File: src/rtl/post_cipher_ser_if.sv
// post_cipher_ser_if: cipher-block input, last-block request and serial output stream of post_cipher_ser
interface post_cipher_ser_if #(
  parameter int BLOCK_W = 64,
  parameter int OUT_W   = 1
);
  logic [BLOCK_W-1:0]        cipher_in;
  logic                      cipher_wr;
  logic                      cipher_busy;
  logic                      cipher_full;
  logic                      overflow;
  logic [BLOCK_W-1:0]        last_in;
  logic [$clog2(BLOCK_W):0]  last_cnt;
  logic                      last_filled;
  logic                      last_ack;
  logic [OUT_W-1:0]          sign_out;
  logic                      sign_en;
  logic                      sign_ready;
  logic [$clog2(OUT_W):0]    sign_lanes;
  logic                      sign_last;
  modport master (
    output cipher_in, cipher_wr, cipher_busy, last_in, last_cnt, last_filled, sign_ready,
    input  cipher_full, overflow, last_ack, sign_out, sign_en, sign_lanes, sign_last
  );
  modport slave (
    input  cipher_in, cipher_wr, cipher_busy, last_in, last_cnt, last_filled, sign_ready,
    output cipher_full, overflow, last_ack, sign_out, sign_en, sign_lanes, sign_last
  );
endinterface

File: src/rtl/post_cipher_ser.sv
// post_cipher_ser: buffers cipher blocks in a FIFO and serializes them OUT_W bits per beat, then one variable-length last block
module post_cipher_ser #(
  parameter int BLOCK_W    = 64,
  parameter int OUT_W      = 1,
  parameter int FIFO_DEPTH = 2,
  parameter bit MSB_FIRST  = 1'b1
) (
  input  logic clk,
  input  logic rst,
  input  logic clk_en,
  post_cipher_ser_if.slave bus
);
  localparam int NB = BLOCK_W / OUT_W;
  localparam int AW = FIFO_DEPTH > 1 ? $clog2(FIFO_DEPTH) : 1;
  localparam int CW = $clog2(FIFO_DEPTH + 1);
  localparam int BW = $clog2(BLOCK_W) + 1;
  localparam int LW = $clog2(OUT_W) + 1;
  localparam int SH = $clog2(OUT_W);
  typedef enum logic [1:0] {IDLE, SHIFT_C, SHIFT_L} state_t;
  state_t             state_q, state_d;
  logic [BLOCK_W-1:0] mem_q [FIFO_DEPTH];
  logic [AW-1:0]      wp_q, rp_q;
  logic [CW-1:0]      cnt_q;
  logic [BLOCK_W-1:0] shreg_q, shreg_d;
  logic [BW-1:0]      beats_q, beats_d;
  logic [LW-1:0]      lanes_q, lanes_d;
  logic               ack_q, ack_d, ovf_q;
  logic               full, empty, push, pop, fin;
  logic [BLOCK_W-1:0] one, last_ld, shifted;
  logic [BW-1:0]      last_beats;
  logic [LW-1:0]      last_lanes;
  function automatic logic [AW-1:0] inc(input logic [AW-1:0] p);
    return (p == AW'(FIFO_DEPTH - 1)) ? '0 : p + 1'b1;
  endfunction
  assign full  = cnt_q == CW'(FIFO_DEPTH);
  assign empty = cnt_q == '0;
  // full is judged before any pop of the same edge, so a push into a full FIFO is always dropped
  assign push  = clk_en && bus.cipher_wr && !full;
  assign fin   = beats_q == BW'(1);
  assign one   = BLOCK_W'(1);
  // the last block is masked to last_cnt bits so unused lanes of its final beat read 0
  assign last_ld = MSB_FIRST ? bus.last_in << (BW'(BLOCK_W) - bus.last_cnt)
                             : bus.last_in & ((one << bus.last_cnt) - one);
  assign last_beats = (bus.last_cnt + BW'(OUT_W - 1)) >> SH;
  assign last_lanes = LW'(bus.last_cnt - ((last_beats - BW'(1)) << SH));
  assign shifted = MSB_FIRST ? shreg_q << OUT_W : shreg_q >> OUT_W;
  always_ff @(posedge clk) begin
    if (push) mem_q[wp_q] <= bus.cipher_in;
  end
  always_ff @(posedge clk or posedge rst) begin
    if (rst) begin
      wp_q    <= '0;
      rp_q    <= '0;
      cnt_q   <= '0;
      ovf_q   <= 1'b0;
      state_q <= IDLE;
      shreg_q <= '0;
      beats_q <= '0;
      lanes_q <= '0;
      ack_q   <= 1'b0;
    end else begin
      if (push) wp_q <= inc(wp_q);
      if (pop) rp_q <= inc(rp_q);
      cnt_q   <= cnt_q + CW'(push) - CW'(pop);
      if (clk_en && bus.cipher_wr && full) ovf_q <= 1'b1;
      state_q <= state_d;
      shreg_q <= shreg_d;
      beats_q <= beats_d;
      lanes_q <= lanes_d;
      ack_q   <= ack_d;
    end
  end
  always_comb begin
    state_d = state_q;
    shreg_d = shreg_q;
    beats_d = beats_q;
    lanes_d = lanes_q;
    ack_d   = clk_en ? 1'b0 : ack_q;
    pop     = 1'b0;
    if (clk_en) begin
      if (state_q == IDLE) begin
        if (!empty) begin
          pop     = 1'b1;
          shreg_d = mem_q[rp_q];
          beats_d = BW'(NB);
          state_d = SHIFT_C;
        end else if (!bus.cipher_busy && bus.last_filled && !ack_q) begin
          ack_d = 1'b1;
          if (bus.last_cnt != '0) begin
            shreg_d = last_ld;
            beats_d = last_beats;
            lanes_d = last_lanes;
            state_d = SHIFT_L;
          end
        end
      end else if (bus.sign_ready) begin
        if (!fin) begin
          shreg_d = shifted;
          beats_d = beats_q - BW'(1);
        end else if (state_q == SHIFT_C && !empty) begin
          pop     = 1'b1;
          shreg_d = mem_q[rp_q];
          beats_d = BW'(NB);
        end else begin
          state_d = IDLE;
        end
      end
    end
  end
  assign bus.sign_en     = state_q != IDLE;
  assign bus.sign_last   = state_q == SHIFT_L && fin;
  assign bus.sign_lanes  = !bus.sign_en ? '0 : bus.sign_last ? lanes_q : LW'(OUT_W);
  assign bus.sign_out    = !bus.sign_en ? '0 : MSB_FIRST ? shreg_q[BLOCK_W-1 -: OUT_W] : shreg_q[OUT_W-1:0];
  assign bus.cipher_full = full;
  assign bus.overflow    = ovf_q;
  assign bus.last_ack    = ack_q;
endmodule

File: src/flat_wrapper.sv
// flat-port wrapper written by rule: the top's interface ports become plain ports
module post_cipher_ser_flat 
#(
  parameter int BLOCK_W    = 64,
  parameter int OUT_W      = 1,
  parameter int FIFO_DEPTH = 2,
  parameter bit MSB_FIRST  = 1'b1
)
  (clk, rst, clk_en, bus_cipher_in, bus_cipher_wr, bus_cipher_busy, bus_last_in, bus_last_cnt, bus_last_filled, bus_sign_ready, bus_cipher_full, bus_overflow, bus_last_ack, bus_sign_out, bus_sign_en, bus_sign_lanes, bus_sign_last);
  post_cipher_ser_if #(.BLOCK_W(BLOCK_W), .OUT_W(OUT_W)) bus_i ();
  input  logic clk;
  input  logic rst;
  input  logic clk_en;
  input wire logic [$bits(bus_i.cipher_in)-1:0] bus_cipher_in;
  input wire logic [$bits(bus_i.cipher_wr)-1:0] bus_cipher_wr;
  input wire logic [$bits(bus_i.cipher_busy)-1:0] bus_cipher_busy;
  input wire logic [$bits(bus_i.last_in)-1:0] bus_last_in;
  input wire logic [$bits(bus_i.last_cnt)-1:0] bus_last_cnt;
  input wire logic [$bits(bus_i.last_filled)-1:0] bus_last_filled;
  input wire logic [$bits(bus_i.sign_ready)-1:0] bus_sign_ready;
  output wire logic [$bits(bus_i.cipher_full)-1:0] bus_cipher_full;
  output wire logic [$bits(bus_i.overflow)-1:0] bus_overflow;
  output wire logic [$bits(bus_i.last_ack)-1:0] bus_last_ack;
  output wire logic [$bits(bus_i.sign_out)-1:0] bus_sign_out;
  output wire logic [$bits(bus_i.sign_en)-1:0] bus_sign_en;
  output wire logic [$bits(bus_i.sign_lanes)-1:0] bus_sign_lanes;
  output wire logic [$bits(bus_i.sign_last)-1:0] bus_sign_last;
  assign bus_i.cipher_in = bus_cipher_in;
  assign bus_i.cipher_wr = bus_cipher_wr;
  assign bus_i.cipher_busy = bus_cipher_busy;
  assign bus_i.last_in = bus_last_in;
  assign bus_i.last_cnt = bus_last_cnt;
  assign bus_i.last_filled = bus_last_filled;
  assign bus_i.sign_ready = bus_sign_ready;
  assign bus_cipher_full = bus_i.cipher_full;
  assign bus_overflow = bus_i.overflow;
  assign bus_last_ack = bus_i.last_ack;
  assign bus_sign_out = bus_i.sign_out;
  assign bus_sign_en = bus_i.sign_en;
  assign bus_sign_lanes = bus_i.sign_lanes;
  assign bus_sign_last = bus_i.sign_last;
  post_cipher_ser #(.BLOCK_W(BLOCK_W), .OUT_W(OUT_W), .FIFO_DEPTH(FIFO_DEPTH), .MSB_FIRST(MSB_FIRST)) u_core (.clk(clk), .rst(rst), .clk_en(clk_en), .bus(bus_i));
endmodule
File: config.mk
export PLATFORM = sky130hd
export DESIGN_NAME = post_cipher_ser_flat
export DESIGN_NICKNAME = d
export VERILOG_FILES = /design/src/rtl/post_cipher_ser_if.sv /design/src/rtl/post_cipher_ser.sv /design/src/flat_wrapper.sv
export SDC_FILE = /design/constraint.sdc
export NUM_CORES = 1
export LEC_CHECK = 0
export CAP_MARGIN = 20
export CORE_MARGIN = 5
export CORE_UTILIZATION = 65
export CTS_CLUSTER_DIAMETER = 150
export CTS_CLUSTER_SIZE = 16
export DETAILED_ROUTE_END_ITERATION = 8
export DONT_BUFFER_PORTS = 1
export PLACE_DENSITY = 0.91
export SLEW_MARGIN = 20
export SYNTH_ARGS = -nofsm -noshare
export SYNTH_HDL_FRONTEND = slang
export SYNTH_SLANG_ARGS = --single-unit
File: constraint.sdc
create_clock -name clk -period 14.2 [get_ports clk]
set_input_delay 2.13 -clock clk [delete_from_list [all_inputs] [get_ports clk]]
set_output_delay 2.13 -clock clk [all_outputs]
set_load 0.05 [all_outputs]
# Word level (Yosys, flattened, before mapping)
# Memories as Yosys holds them, arrays and structs flattened.
# Index checks and enable logic that the tools add are counted.
# W data, S select, Z words.
# classes
n_eq_ne,8
n_mux,39
shifts,1
reduce_logical,20
n_addsub,8
# ops
operator,n
$mux W64,7
$shl A64 B7 Y64,1
$mux W7,7
$mux W1,18
$mux W2,7
$reduce_and A5 Y1,2
$ne A3 B3 Y1 const B,3
$eq A7 B1 Y1 const B,1
$logic_and A1 B1 Y1,7
$reduce_bool A7 Y1,1
$sub A7 B1 Y7 const B,1
$sub A7 B7 Y7 const A,1
$reduce_and A6 Y1,1
$reduce_bool A2 Y1,3
$eq A2 B2 Y1 const B,2
$logic_not A1 Y1,4
$logic_not A2 Y1,2
$add A1 B1 Y1 const B,2
$add A2 B1 Y2,1
$eq A2 B1 Y1 const B,1
$ne A2 B1 Y1 const B,1
$sub A2 B1 Y2,1
$sub A1 B1 Y1,1
$sub A1 B1 Y1 const B,1
# totals
wordCells,86
n_memories,1
register_bits,80
mem_bits_rw,128
# memory_table
name,words,width,rd,rd_ports_with_merged_regs,write_ports,line,text
u_core.mem_q,2,64,1,0,1,post_cipher_ser.sv:21,logic [BLOCK_W-1:0] mem_q [FIFO_DEPTH];

# Logic depth before layout (Yosys ltp)
# Gate-level depths: netlist (run 1).
# logic_depth
word_depth,9
ltp_mapped,15
mapped_depth_nobuf,10

# Least setup slack after synthesis (run 1)
# No wires, ideal clock.
# synth_path
path_kind,in2reg
from,input bus_cipher_wr
to,"memory u_core.mem_q[0][0], enable pin"
setup_slack_ps,7103
arrival_ps,6533
required_time_ps,13636
cell_stages,2
n_path_buf,0
cell_sequence,nand2_1 > nor3_1
# synth_via
elab_chain_cells,4
# synth_lines
element,line,text
from (decl),flat_wrapper.sv:15,input wire logic [$bits(bus_i.cipher_wr)-1:0] bus_cipher_wr;
$logic_and A1 B1 Y1 (2 in series),post_cipher_ser.sv:38,assign push = clk_en && bus.cipher_wr && !full;
$mux W1,post_cipher_ser.sv:48,if (push) mem_q[wp_q] <= bus.cipher_in;
$mux W1 (not written as such),post_cipher_ser.sv:48,
to (decl),post_cipher_ser.sv:21,
# No other way between the ends.

# Worst setup path in the final report (run 1)
# layout_path
from,register u_core.beats_q[3]
to,output bus_sign_lanes
# layout_via
elab_chain_cells,4
# layout_lines
element,line,text
from (decl),post_cipher_ser.sv:25,"logic [BW-1:0] beats_q, beats_d;"
from (signal assigned),post_cipher_ser.sv:68,beats_q <= beats_d;
$eq A7 B1 Y1,post_cipher_ser.sv:39,assign fin = beats_q == BW'(1);
$logic_and A1 B1 Y1,post_cipher_ser.sv:111,assign bus.sign_last = state_q == SHIFT_L && fin;
via bus_sign_last,flat_wrapper.sv:27,output wire logic [$bits(bus_i.sign_last)-1:0] bus_sign_last;
$mux W1 (2 in series),post_cipher_ser.sv:112,assign bus.sign_lanes = !bus.sign_en ? '0 : bus.sign_last ? lanes_q : LW'(OUT_W);
to (decl),flat_wrapper.sv:26,output wire logic [$bits(bus_i.sign_lanes)-1:0] bus_sign_lanes;
# The timed path passes the listed nets, and every way through them passes these cells.

==> results of run 1 <==
## Yosys cell counts, types with 7 or more instances
cell / n / area share (%)
a41oi_1: 14 / 0.92
o311ai_0: 20 / 1.3
clkbuf_1: 55 / 1.6
o211ai_1: 8 / 0.45
a221oi_1: 28 / 1.8
o21ai_1: 7 / 0.26
nor2_1: 96 / 2.7
a21oi_1: 57 / 2.1
o22ai_1: 12 / 0.56
buf_4: 13 / 0.73
mux4_2: 52 / 8.8
buf_2: 24 / 0.90
nand3_1: 28 / 1.1
nand2_1: 82 / 2.3
inv_1: 15 / 0.42
buf_6: 7 / 0.59
mux2_2: 50 / 4.2
edfxtp_1: 128 / 29
o21ai_0: 44 / 1.7
nor3_1: 74 / 2.8
dfrtp_1: 80 / 15
mux2i_1: 136 / 10
a31oi_1: 22 / 1.0
## worst min-delay path, cell delays in order (launching register included)
cell and delay (ps):
dfrtp_1 330, inv_1 50, nand2_1 50
## cells by family (layout without fill, tap and decap cells)
kind of cell	after synthesis	count (layout)	share of synthesized area [%]
AO/OA/AOI/OAI	263	263	13.6
XOR/XNOR	11	11	0.781
adder cells (fa/ha/maj)	5	5	0.470
buffers and inverters	122	65	4.76
flip-flops	208	208	43.9
multiplexers	253	253	25.0
AND/OR/NAND/NOR	327	327	11.4
## cell type report
class,instances,area (µm²),area share [%]
sequential,208,5850,42.3
tap,270,338,2.44
inverter,16,61.3,0.443
multi-input combinational,859,6970,50.3
timing repair buffer,21,161,1.17
clock buffer,28,467,3.37
## flip-flops by register name (all words and copies together) (netlist names), named ones only
signal / flops
u_core.lanes_q: 1
u_core.state_q: 2
u_core.bus.overflow: 1
u_core.shreg_q: 64
u_core.rp_q: 1
u_core.wp_q: 1
u_core.cnt_q: 2
u_core.beats_q: 7
u_core.mem_q: 128
## per-stage QoR
step / utilization (%) / instances / area [µm²] / setup slack (ps) / hold WS, ps
global route: 68.6 / 1402 / 13800 / 8480 / 512
CTS: 68.6 / 1402 / 13800 / 8720 / 458
floorplan: - / 1189 / 13300 / 7100 / 415
finish: 68.6 / 1402 / 13800 / 8730 / 458
detailed placement: 66.3 / 1374 / 13400 / 8660 / 439
global placement: 66.3 / 1374 / 13400 / 8690 / 430
## final timing paths
check,cells past startpoint,start,slack (ps),to
min in group asynchronous,2,rst,1710,u_core.beats_q[4]
max in group asynchronous,2,rst,11910,u_core.shreg_q[16]
max reg2reg,7,u_core.state_q[0],10840,u_core.shreg_q[55]
max,4,u_core.beats_q[3],8730,bus_sign_lanes
min reg2reg,2,u_core.lanes_q,460,u_core.lanes_q
min,2,u_core.lanes_q,460,u_core.lanes_q
## layer usage
layer	track usage, %	vias up	wire [µm]
li1	-	4520	-
met1	40.5	5050	13400
met2	51.5	702	18200
met3	8.82	175	4500
met4	13.5	0	1970
met5	0	-	0
## power breakdown
group          switching [mW]  internal (mW)
Clock                   0.209          0.224
Combinational           0.623          0.386
Sequential              0.139          0.807
==> flow_summary.toml, run 1 <==
[status]
status = "finished, final reports clean"

[yosys]
synth_flop_cell = "edfxtp_1"
postSynthAreaPerCell_um2 = 11.2
synth_fp_nets = 1336
ys_ff_latch = 208
netlist_area_um2 = 13300
synth-warning-count = 0
synth_enable_flop_cells = 128
yosysSeqAreaShare_pct = 43.9
synthCells = 1189
yosysUniqueCellTypes = 73
async_reset_ff_share_pct = 38.5

[clock_network]
postCtsHoldBufs = 0
cts_root_buffer = "clkbuf_16"
cts_max_level = 1
clock_sinks = 208
cts_buffer_depth = 3
clk_pin_slew_ps = 100
cts_tree = "built"
cts_resized = 0
cts_buffers = 16
insertion_delay_ps = 510
cts_setup_buffers = 0

[floorplanning]
core_um2 = 20200
die_w_um = 153
rows = 52
ioPinCount = 149
die_area_um2 = 23400
start_util_pct = 66.0
dieHeight_um = 153

[timing]
final_max_slew_viol_count = 0
clock_skew_ps = 34.7
relSlewSlack_pct = 16.7
setup_viol = 0
rsz0062_at_grt = "no"
max_freq_mhz = 183
worst_slew_pin_slew_ps = 1240
period_share_pct = 38.5
period_needed_ps = 5470
finalHoldViolCount = 0
setup_tns_ps = 0

[drt]
drt_iter0_markers = 1679
vias = 10400
drc_errors = 0
first_pass_iters = 8
wl_mm = 38.1
wl_per_cell_um = 27.2
vias_per_cell = 7.45
ant_nets = 0

[placement]
place.port_buffers = 0
gp_congestion = 1.07
hpwl_mm = 27.0

[critical_path]
critPathTopFamily = "simple AND/OR/NAND/NOR gates"
crit_path_max_fanout = 5
max_stage_delay_ps = 810
cp_data_arrival_time_ps = 3340
path_cells = "nor3_1 > nand3_1 > nor3b_2 > a21oi_1"
crit_required_ps = 12070
crit_slowest_cell = "nor3b_2"
worst-setup-path-type = "flip-flop to output port"
startpoint_type = "flip-flop"
cp-end-kind = "output port"
worst-path-buf-inv = 0

[grt]
grt_start_max_net_pins = 99
grt-ovfl-total = 0
antenna_found_initial = 0
grtUsageTotal_pct = 31.8
grt_pass1_vias = 10200
grt_pass1_wl_mm = 59.3

[cells_and_area]
n_fill_cell = 1482
layout_commonest_cell = "mux2i_1"
n_antenna_cell = 0
nets = 1269
layout_common_cells = "mux2i_1 (136), edfxtp_1 (128), nor2_1 (96), nand2_1 (82), dfrtp_1 (79)"
drive_gt1_share_pct = 15.2
area_growth_syn_to_layout_pct = 4.05

[pwr]
ir_drop_mv = 0.119
powerDensity_nw_per_um2 = 172
p_leak_nw = 4.96
totalPowerFinal_mw = 2.39

[job]
cap_viol_max_count = 0

[min_path]
hold_class = "flip-flop to flip-flop"
(Power assumes the default switching activity.)
==> run 2, diff against run 1 <==
Settings changed: CORE_UTILIZATION 65 to 59, PLACE_DENSITY 0.91 to 0.88.
Clock period 14.2 ns to 4.95 ns, I/O delays scaled along.
==> run 2 against run 1 <==
Compared with the run above:
- clock power grew to 2.8 times the previous value
- setup slack lost 7700 ps
- flip-flop and latch count is the same
- worst hold slack lost 180 ps
- routed wire length grew 0.56%
- clock skew grew 5.9 ps
- count of clock-buffer cells in the layout shrank 1
- sequential power grew to 2.8 times the previous value
- global-route usage shrank 2.9 points
- sequential share of layout area shrank 0.28 points
- critical path depth is the same
- critical path type unchanged
- largest cell class unchanged
==> flow_summary.toml, run 2 (synthesis gave the netlist of run 1 again) <==
[status]
status = "finished, final reports clean"

[grt]
grt_start_max_net_pins = 127
met1_usage_pct = 35.9
grt_busiest_layer = "met2"
grt-ovfl-total = 0
grtUsageTotal_pct = 28.9
grt_pass1_wl_mm = 58.5
grt_util_met2_pct = 48.5
grt_pass1_vias = 10100
antenna_found_initial = 0
gr-usage-met3_pct = 7.95

[pwr]
ir_drop_mv = 0.458
p_sw_mw = 2.79
clkPwrFrac_pct = 17.7
p_seq_share_pct = 38.8
switching_share_pct = 40.8
p_int_mw = 4.05
totalPowerFinal_mw = 6.84
power_frac_comb_pct = 43.5
p_leak_nw = 5.00
powerDensity_nw_per_um2 = 491

[job]
cap_viol_max_count = 0

[critical_path]
worst-setup-path-type = "flip-flop to output port"
cp-end-kind = "output port"
startpoint = "u_core.beats_q[3]"
crit_required_ps = 4210
worstReg2RegEnd = "u_core.shreg_q[52]"
rr_worst_depth = 7
reg2reg_slack_ps = 1810
r2r_start = "u_core.state_q[0]"
startpoint_type = "flip-flop"
crit_path_max_fanout = 5
cp_data_arrival_time_ps = 3230
crit_end = "bus_sign_lanes"

[drt]
vias = 10400
drc_errors = 0
wl_mm = 38.3
drt_iter0_markers = 1374
ant_nets = 0
first_pass_iters = 6
wl_per_cell_um = 26.9
vias_per_cell = 7.28

[cells_and_area]
n_antenna_cell = 0
largest_register_ffs = 128
layout_commonest_cell = "mux2i_1"
reg_top3 = "u_core.mem_q (128), u_core.shreg_q (64), u_core.beats_q (7)"
layout_common_cells = "mux2i_1 (136), edfxtp_1 (128), nor2_1 (96), nand2_1 (82), dfrtp_1 (79)"
nets = 1277
drive_gt1_share_pct = 15.8
top_register = "u_core.mem_q"
area_growth_syn_to_layout_pct = 4.74

[floorplanning]
ioPinCount = 149
die_area_um2 = 25600
start_util_pct = 59.3
rows = 55
die_w_um = 160
dieHeight_um = 160
core_um2 = 22400

[clock_network]
clk_pin_slew_ps = 90
clock_sinks = 208
cts_resized = 0
postCtsHoldBufs = 0
cts_buffers = 16
cts_root_buffer = "clkbuf_16"
cts_setup_buffers = 0
insertion_delay_ps = 510
cts_tree = "built"
cts_buffer_depth = 3
cts_max_level = 1

[timing]
period_needed_ps = 3970
final_max_slew_viol_count = 0
max_freq_mhz = 252
rsz0062_at_grt = "no"
setup_viol = 0
worst_slew_pin_slew_ps = 1050
fin_hold_ws_ps = 276
finalHoldViolCount = 0
period_share_pct = 80.2
relSlewSlack_pct = 30.1
setup_tns_ps = 0
clock_skew_ps = 40.6

[placement]
place.port_buffers = 0
gp_congestion = 1.03
hpwl_mm = 27.7

[min_path]
hold_class = "input port to asynchronous set/reset pin"
-- run 2: worst min-delay path by stage --
| stage | from | endpoint | slack, ps | cells after the start |
|---|---|---|---|---|
| final | rst | u_core.shreg_q[49] | 280 | 1 |
| after global routing | bus_cipher_in[18] | u_core.mem_q[0][18] | 310 | 0 |
| after CTS | bus_cipher_in[19] | u_core.mem_q[0][19] | 320 | 0 |
| after detailed placement | u_core.lanes_q | u_core.lanes_q | 430 | 2 |
| after global placement | u_core.lanes_q | u_core.lanes_q | 430 | 2 |
| after floorplan | u_core.lanes_q | u_core.lanes_q | 410 | 2 |
-- run 2: critical path, cell delays in order, from the launching register on --
cell     delay, ps
dfrtp_1        430
nor3_1         610
nand3_1        340
nor3b_2        820
a21oi_1        560
-- run 2: metal layers --
metal	up-vias	wire length [µm]	share of wire, %
met1	5041	13800	36
met5	-	0	0
met2	645	18400	48
met3	150	4210	11
met4	0	1930	5.0
li1	4535	-	-
-- run 2: through the flow --
stage,utilization (%),instances,setup slack (ps),cell area (µm²)
global route,62.1,1425,786,13900
CTS,62.1,1425,988,13900
floorplan,-,1189,1160,13300
detailed placement,60.1,1397,909,13500
global placement,60.1,1397,994,13500
finish,62.1,1425,981,13900
-- run 2: area by class of cell --
class                           count  area, µm²
Fill cell                        1763       8500
Tap cell                          285        357
Sequential cell                   208       5850
Clock inverter                      1       16.3
Timing Repair Buffer               29        243
Multi-Input combinational cell    859       6960
Inverter                           16       62.6
Clock buffer                       27        442
-- run 2: power groups by stage --
| stage | registers [mW] | clock network (mW) | logic, mW |
|---|---|---|---|
| final | 2.65 | 1.21 | 2.97 |
| after global routing | 2.69 | 1.30 | 3.18 |
| after CTS | 2.64 | 1.22 | 2.92 |
| after detailed placement | 2.67 | 0 | 2.90 |
| after global placement | 2.65 | 0 | 2.84 |
| after floorplan | 2.52 | 0 | 2.29 |
